### config.mk
export PLATFORM = sky130hd
export DESIGN_NAME = char_scroller
export DESIGN_NICKNAME = d
export VERILOG_FILES = /design/src/rtl/char_scroller.sv
export SDC_FILE = /design/constraint.sdc
export NUM_CORES = 1
export LEC_CHECK = 0
export ABC_AREA = 0
export CAP_MARGIN = 10
export CORE_MARGIN = 2
export CORE_UTILIZATION = 45
export CTS_BUF_LIST = sky130_fd_sc_hd__clkbuf_16
export DETAILED_ROUTE_END_ITERATION = 6
export GPL_TIMING_DRIVEN = 0
export PLACE_DENSITY = 0.67
export SYNTH_ARGS = -nofsm -noshare
export SYNTH_HDL_FRONTEND = slang
export SYNTH_SLANG_ARGS = --single-unit
export TNS_END_PERCENT = 50
### constraint.sdc
create_clock -name clk -period 3.5 [get_ports clk]
set_clock_uncertainty 0.2 [all_clocks]
set_input_delay 0.7 -clock clk [delete_from_list [all_inputs] [get_ports clk]]
set_output_delay 0.7 -clock clk [all_outputs]
set_load 0.03 [all_outputs]
### src/rtl/char_scroller.sv
// char_scroller: message-buffer glyph walker feeding an external combinational
// glyph ROM and streaming columns over valid/ready at a programmable rate.
// Optional feature macro: CHARSCROLL_REVERSE_EN (adds `dir`, reverse scrolling).
module char_scroller #(
    parameter int FACE_W = 6,
    parameter int IDX_W  = 3,
    parameter int COL_W  = 8,
    parameter int DEPTH  = 16,
    parameter int GAP    = 0,
    parameter int RATE_W = 16,
    localparam int AW    = $clog2(DEPTH)
) (
    input  logic              clk,
    input  logic              rst_n,
    input  logic              wr_en,
    input  logic [AW-1:0]     wr_addr,
    input  logic [FACE_W-1:0] wr_data,
    input  logic [AW:0]       len,
    input  logic              start,
    input  logic              stop,
    input  logic [RATE_W-1:0] rate,
`ifdef CHARSCROLL_REVERSE_EN
    input  logic              dir,
`endif
    output logic [FACE_W-1:0] rom_face,
    output logic [IDX_W-1:0]  rom_index,
    input  logic [COL_W-1:0]  rom_col,
    output logic [COL_W-1:0]  col_data,
    output logic              col_valid,
    input  logic              col_ready,
    output logic              busy,
    output logic              wrap,
    output logic              overrun
);
    // columns per glyph slot (glyph + trailing gap); CW can also hold 2^IDX_W
    localparam int NCOL = 2**IDX_W + GAP;
    localparam int CW   = $clog2(NCOL + 1);
    localparam logic [CW-1:0] LAST_COL   = CW'(NCOL - 1);
    localparam logic [CW-1:0] GLYPH_COLS = CW'(2**IDX_W);

    localparam logic [0:0] S_IDLE = 1'b0;
    localparam logic [0:0] S_RUN  = 1'b1;

    logic [0:0]        state;
    logic [FACE_W-1:0] buffer [DEPTH];
    logic [AW-1:0]     char_ptr;
    logic [CW-1:0]     col_ptr;
    logic [AW:0]       len_q;
    logic [RATE_W-1:0] presc;
    logic              rev_q;

    logic start_ok, tick, accept, in_glyph, last_char, wrap_hit;

    assign start_ok  = start && (len != '0) && (len <= (AW+1)'(DEPTH));
    assign tick      = (state == S_RUN) && (presc == rate);
    assign accept    = col_valid && col_ready;
    assign in_glyph  = col_ptr < GLYPH_COLS;
    assign last_char = {1'b0, char_ptr} == (len_q - (AW+1)'(1));
    // wrap marks the end of the full sequence in the current direction
    assign wrap_hit  = rev_q ? (col_ptr == '0 && char_ptr == '0)
                             : (col_ptr == LAST_COL && last_char);

    assign rom_face  = buffer[char_ptr];
    assign rom_index = in_glyph ? col_ptr[IDX_W-1:0] : '0;
    assign busy      = (state == S_RUN);

`ifdef CHARSCROLL_REVERSE_EN
    // direction is captured with each accepted start (stop has priority)
    always_ff @(posedge clk or negedge rst_n) begin
        if (!rst_n)                rev_q <= 1'b0;
        else if (!stop && start_ok) rev_q <= dir;
    end
`else
    assign rev_q = 1'b0;
`endif

    // host write port into the message buffer, usable in any state
    always_ff @(posedge clk or negedge rst_n) begin
        if (!rst_n) begin
            for (int i = 0; i < DEPTH; i++) buffer[i] <= '0;
        end else if (wr_en && ({1'b0, wr_addr} < (AW+1)'(DEPTH))) begin
            buffer[wr_addr] <= wr_data;
        end
    end

    // control FSM, prescaler, column generation and handshake
    always_ff @(posedge clk or negedge rst_n) begin
        if (!rst_n) begin
            state     <= S_IDLE;
            char_ptr  <= '0;
            col_ptr   <= '0;
            len_q     <= '0;
            presc     <= '0;
            col_data  <= '0;
            col_valid <= 1'b0;
            wrap      <= 1'b0;
            overrun   <= 1'b0;
        end else begin
            wrap <= 1'b0;
            if (stop) begin
                state     <= S_IDLE;
                col_valid <= 1'b0;
                char_ptr  <= '0;
                col_ptr   <= '0;
                presc     <= '0;
            end else if (start_ok) begin
                state     <= S_RUN;
                len_q     <= len;
                presc     <= '0;
                overrun   <= 1'b0;
                col_valid <= 1'b0;
`ifdef CHARSCROLL_REVERSE_EN
                char_ptr  <= dir ? AW'(len - (AW+1)'(1)) : '0;
                col_ptr   <= dir ? LAST_COL : '0;
`else
                char_ptr  <= '0;
                col_ptr   <= '0;
`endif
            end else if (state == S_RUN) begin
                presc <= tick ? '0 : presc + RATE_W'(1);
                // acceptance wins over a coincident tick: no overrun, no regen
                if (accept) begin
                    col_valid <= 1'b0;
                    wrap      <= wrap_hit;
                    if (!rev_q) begin
                        if (col_ptr == LAST_COL) begin
                            col_ptr  <= '0;
                            char_ptr <= last_char ? '0 : char_ptr + AW'(1);
                        end else begin
                            col_ptr  <= col_ptr + CW'(1);
                        end
                    end else begin
                        if (col_ptr == '0) begin
                            col_ptr  <= LAST_COL;
                            char_ptr <= (char_ptr == '0) ? AW'(len_q - (AW+1)'(1))
                                                         : char_ptr - AW'(1);
                        end else begin
                            col_ptr  <= col_ptr - CW'(1);
                        end
                    end
                end else if (tick) begin
                    if (!col_valid) begin
                        col_data  <= in_glyph ? rom_col : '0;
                        col_valid <= 1'b1;
                    end else begin
                        overrun   <= 1'b1;
                    end
                end
            end
        end
    end
endmodule

==> impl_results.md, run 1 <==
* Post-DP HPWL at 11200 um
* Row count at 45
* Largest net degree at the start of global routing at 80
* Netlist cell types at 46
* 1st-pass router iterations at 5
* Final WL at 15800 um
* Synth Cell Area at 0.00683 mm^2
* Startpoint types: flop
* Inserted Clock Buffers at 17
* Yosys reg bits at 137
* Vias in the first global route at 5046
* Total power at 4.43 mW
* Worst VDD drop at 396 uV
* Crit end category: output pin
* Worst Path Arrival at 2520 ps
* Global-route wire length before repair at 26000 um
* Tmin final at 3420 ps
* Core area at 0.0150 mm^2
* WHS at 52.8 ps
* Endpoints failing hold at 0
* Maxcap violations at 0
* RSZ-0062 raised after global routing: no
* Slew Viols, Final at 0
* Mapped Cells at 551
* Via count at 4699
* Clk slew on worst S/H paths at 50 ps
* Clk_lat worst skew at 420 ps
* H-Tree Depth at 4
* Layout cells sized above 1 at 28.5%
* CTS tree: done
* DRC at 0
* Max Clk Rate at 292 MHz
* First DRT Iteration DRCs at 368
* P_leak at 3.51 nW
* Nets at 681
* Crit Path Class: reg2out
* Overflow left after global routing at 0
* Overall routing resource usage at 20.9%
* End-of-flow core utilization at 55.6%
* Worst-Margin Slew at 834 ps
* Root Buffer: clkbuf_16
* Synthesis Warnings at 0
* Buffers on Ports at 63
* Final worst path period share at 97.9%
* Die X at 127 um
* Number of enable flip-flop cells after synthesis at 0
* Net Count, Synth at 600
* Commonest non-fill, non-tap cell in the layout: dfrtp_1
* WP data required at 2600 ps
* Clk sinks at 137
* Mapped Avg Cell Area at 12.4 um^2
* Post-CTS Setup Inserts at 0
* DR WL/cell at 18.9 um
* Power density cells at 530 mW/mm^2
* Area Growth Syn to Fin at 22.2%
* Initial core utilization at 45.5%
* Crit path max fanout at 9
* Die area at 0.0162 mm^2
* Initial antenna violation count at 0
* Post-synthesis async set-or-reset flop share at 100%
* Final setup fails at 0
* Vias per inst at 5.64
* Register area share after synthesis at 50.2%
* Multi-input logic area at 0.00327 mm^2
* Fill cells at 1246
* N_diodes at 0
* Slew headroom at 43.5%
* # IOs at 66
* Status: finished, final reports clean
* Die extent in y at 127 um
* GPL Wtd Cong at 0.838
* Min-delay worst type: in2async
* Most frequent cells in the layout: dfrtp_1, mux2_2, clkdlybuf4s50_1
* Sequential cell area at 0.00343 mm^2
* Final ANT Viol Nets at 0
* Most common flop cell mapped by yosys: dfrtp_1
* Clk buf depth at 2
## critical path, cell delays in order (launching register included)
cell and delay, ps:
dfrtp_1 530, and2_1 230, clkbuf_1 220, a221oi_1 450, o21ai_0 150, nand2_1 120
dlygate4sd2_1 400
## flip-flops by register name, indices dropped and copies added, names as in the netlist
signal / count
col_data: 8
overrun: 1
col_ptr: 4
col_valid: 1
presc: 16
char_ptr: 4
busy: 1
len_q: 5
buffer: 96
wrap: 1
## layout make-up
type / instances / area share [%]
Buffer: 32 / 1.93
Multi-Input combinational cell: 377 / 39.2
Timing Repair Buffer: 64 / 7.85
Clock buffer: 17 / 5.09
Clock inverter: 15 / 1.93
Tap cell: 188 / 2.82
Sequential cell: 137 / 41.1
Inverter: 3 / 0.135
## cell families after synthesis
group / after synthesis / synth area share [%]
AOI/OAI and AO/OA: 50 / 4.87
xor gates and xnor gates: 34 / 4.36
adders and majority gates: 4 / 0.732
buffers and inverters: 37 / 2.34
DFF: 137 / 50.2
muxes: 149 / 26.2
and+or+nand+nor: 140 / 11.4
## timing repair
action | CTS | global route
pin swaps | 0 | 0
gates cloned | 0 | 0
hold buffers | 0 | 0
gates resized for setup | 16 | 9
setup endpoints to repair | 6 | 6
## layer usage
metal  share of wire [%]  vias up  GRT usage [%]
li1                    -     2171              -
met1                  43     2372           27.1
met2                  50      138           35.4
met3                 5.1       18           4.77
met4                 1.3        0           6.08
met5                   0        -              0
## cells in the mapped netlist (all sizes together) (4+ instances only)
cell | count | area [um^2]
nand4 | 8 | 50.1
nor3 | 19 | 105
xnor2 | 24 | 210
nand3 | 10 | 50.1
and3 | 9 | 57.6
nor2b | 14 | 87.6
dfrtp | 137 | 3430
nand3b | 6 | 45.0
mux2 | 114 | 1280
clkbuf | 25 | 95.1
a221oi | 6 | 52.6
xor2 | 10 | 87.6
a21oi | 14 | 70.1
a22oi | 6 | 45.0
mux2i | 23 | 234
nand2b | 5 | 31.3
ha | 4 | 50.1
nand2 | 27 | 101
nor4 | 6 | 52.6
mux4 | 12 | 270
o21ai | 14 | 70.1
nor2 | 24 | 92.6
buf | 9 | 53.8
## where the power goes
| group | switching (mW) | internal, mW |
|---|---|---|
| registers | 0.142 | 1.86 |
| clock network | 0.663 | 1.11 |
| logic | 0.282 | 0.376 |
## worst paths after layout
kind | from | end | slack, ps | cells past startpoint
hold reg to reg | buffer[80] | buffer[80] | 300 | 1
min in group clk | buffer[80] | buffer[80] | 300 | 1
max in group asynchronous | rst_n | buffer[79] | 2270 | 2
hold / removal | rst_n | presc[3] | 50 | 1
setup reg to reg | len_q[0] | char_ptr[2] | 1190 | 7
setup / recovery | char_ptr[1] | rom_face[5] | 80 | 6
## stage by stage
stage                     instance area, um^2  instances  TNS [ps]  setup WS [ps]
after global placement                   7700        802   -512640          -3750
after CTS                                8340        834      -206           -206
after floorplan                          6830        551         0            923
final                                    8350        833         0           75.1
after global routing                     8350        833         0           16.4
after detailed placement                 7730        803      -409          -98.8
Power figures use the tool's default switching activity.
==> inputs of run 2 (changes only) <==
--- a/config.mk
+++ b/config.mk
@@ -8,11 +8,11 @@
 export ABC_AREA = 0
 export CAP_MARGIN = 10
 export CORE_MARGIN = 2
-export CORE_UTILIZATION = 45
+export CORE_UTILIZATION = 62
 export CTS_BUF_LIST = sky130_fd_sc_hd__clkbuf_16
 export DETAILED_ROUTE_END_ITERATION = 6
 export GPL_TIMING_DRIVEN = 0
-export PLACE_DENSITY = 0.67
+export PLACE_DENSITY = 0.88
 export SYNTH_ARGS = -nofsm -noshare
 export SYNTH_HDL_FRONTEND = slang
 export SYNTH_SLANG_ARGS = --single-unit
==> impl_results.md, run 2 (same netlist as run 1, synthesis figures left out) <==
* 1st-pass router iterations at 5 (unchanged)
* Die extent in y at 109 um (-14%)
* CTS tree: done
* Die area at 0.0119 mm^2 (-27%)
* Commonest non-fill, non-tap cell in the layout: dfrtp_1
* GPL Wtd Cong at 0.892 (+6.4%)
* Worst Path Arrival at 2470 ps (-50 ps)
* Area Growth Syn to Fin at 21.3%
* Worst-Margin Slew at 925 ps (+91.5 ps)
* CP max stage delay at 460 ps (-70 ps)
* Max Clk Rate at 297 MHz (+1.7%)
* Final WL at 16700 um (+5.8%)
* Clk sinks at 137 (unchanged)
* Tmin final at 3370 ps (-57.1 ps)
* Overflow left after global routing at 0 (unchanged)
* Biggest register: buffer
* Sequential cell area at 0.00343 mm^2 (unchanged)
* Most frequent cells in the layout: dfrtp_1, mux2_2, clkdlybuf4s50_1
* Kind of cell adding the most delay to the critical path: buffers and inverters
* Layout cells sized above 1 at 27.9% (-0.62 points)
* Slew headroom at 37.4% (-6.2 points)
* Multi-input logic area at 0.00328 mm^2 (+0.31%)
* Initial antenna violation count at 0 (unchanged)
* Vias in the first global route at 5215 (+3.3%)
* Nets at 682 (+0.15%)
* DRC at 0 (unchanged)
* Power density cells at 535 mW/mm^2 (+0.94%)
* Final setup fails at 0 (unchanged)
* Startpoint types: flop
* Inserted Clock Buffers at 17 (unchanged)
* WP data required at 2600 ps (about the same)
* N_diodes at 0 (unchanged)
* Endpoints failing hold at 0 (unchanged)
* Via count at 4913 (+4.6%)
* Slowest cell on crit path: dfrtp_1
* Crit-path cells: nor2b_1 -> clkbuf_2 -> a221oi_2 -> o21ai_0 -> nand2_1 -> dlygate4sd2_1
* RSZ-0062 raised after global routing: no
* Fill cells at 649 (-48%)
* Final ANT Viol Nets at 0 (unchanged)
* Place WS at -107 ps (-7.78 ps)
* Buf/Inv on CP at 2 (unchanged)
* DR WL/cell at 21.3 um (+12%)
* First DRT Iteration DRCs at 327 (-11%)
* Crit path max fanout at 10 (+1)
* Crit end category: output pin
* Core area at 0.0108 mm^2 (-28%)
* Root Buffer: clkbuf_16
* Row count at 38 (-16%)
* Largest net degree at the start of global routing at 101 (+26%)
* Worst VDD drop at 394 uV (-0.36%)
* Vias per inst at 6.26 (+11%)
* Post-DP HPWL at 11300 um (+0.80%)
* Global-route wire length before repair at 26700 um (+2.6%)
* Min-delay worst type: reg2reg
* Clk buf depth at 2 (unchanged)
* Largest regs: buffer x96, presc x16, col_data x8
* Overall routing resource usage at 30.2% (+9.3 points)
* Crit Path Class: reg2out
* WHS at 303 ps (+250 ps)
* Initial core utilization at 63.3% (+18 points)
* Status: finished, final reports clean
* Die X at 109 um (-14%)
* P_leak at 3.50 nW (-0.20%)
* Clk_lat worst skew at 410 ps (about the same)
* Buffers on Ports at 63 (unchanged)
* Final worst path period share at 96.2% (-1.6 points)
* Number of flip-flops in the largest register at 96 (unchanged)
* Maxcap violations at 0 (unchanged)
* Post-CTS Setup Inserts at 0 (unchanged)
* H-Tree Depth at 4 (unchanged)
* PnR worst setup slack at 132 ps (+57.1 ps)
* # IOs at 66 (unchanged)
* Slew Viols, Final at 0 (unchanged)
* Clk slew on worst S/H paths at 60 ps (about the same)
run 2: cell count changes in the layout (fill, tap and decap cells not counted), moves of 2 or more:
cell,change
clkbuf_2,+2
clkinv_1,+2
buf_2,-3
a221oi_1,-2
clkinv_4,-3
a221oi_2,+2
run 2: stage by stage:
stage                     total power [mW]  std cells  utilization [%]  cell area (um^2)  setup TNS (ps)
after floorplan                       2.44        551                -              6830               0
after global placement                2.64        754             70.8              7640         -487690
after detailed placement              2.71        755             71.1              7670            -514
after CTS                             4.44        786             76.7              8280            -169
after global routing                  4.61        785             76.8              8290               0
final                                 4.43        785             76.8              8290               0
run 2: worst min-delay path: stages (launching register included):
cell	delay [ps]
dfrtp_1	350
a31oi_1	40
nor2_1	70
run 2: repair_timing:
action	in CTS	in global routing
setup endpoints to repair	6	6
hold buffers	1	0
gates resized for setup	17	4
hold endpoints to repair	3	0
run 2: path summary, 6_finish.rpt:
kind / startpoint / endpoint / slack (ps) / cells past startpoint
min in group asynchronous: rst_n / presc[11] / 550 / 2
hold / removal: overrun / overrun / 300 / 2
hold reg to reg: overrun / overrun / 300 / 2
setup reg to reg: len_q[0] / char_ptr[2] / 1110 / 7
setup / recovery: char_ptr[2] / rom_face[2] / 130 / 6
max in group asynchronous: rst_n / buffer[43] / 1740 / 3
run 2: layout make-up:
| class | instances | share of cell area [%] |
|---|---|---|
| multi-input combinational | 377 | 39.6 |
| sequential | 137 | 41.4 |
| clock buffer | 17 | 5.13 |
| timing repair buffer | 65 | 8.05 |
| tap | 140 | 2.11 |
| inverter | 3 | 0.136 |
| clock inverter | 14 | 1.71 |
| buffer | 32 | 1.89 |
run 2: layer usage:
layer  vias up  routed length [um]  share of wire [%]  track usage, %
met2       203                8620                 52            52.1
met3        52                 964                5.8            6.34
met4         0                 575                3.4            11.7
li1       2174                   -                  -               -
met5         -                   0                  0               0
met1      2484                6530                 39            37.3
run 2: power breakdown:
part           internal, mW  switching (mW)  total [mW]
combinational         0.379           0.304       0.683
sequential             1.86           0.158        2.02
clock                  1.09           0.641        1.73
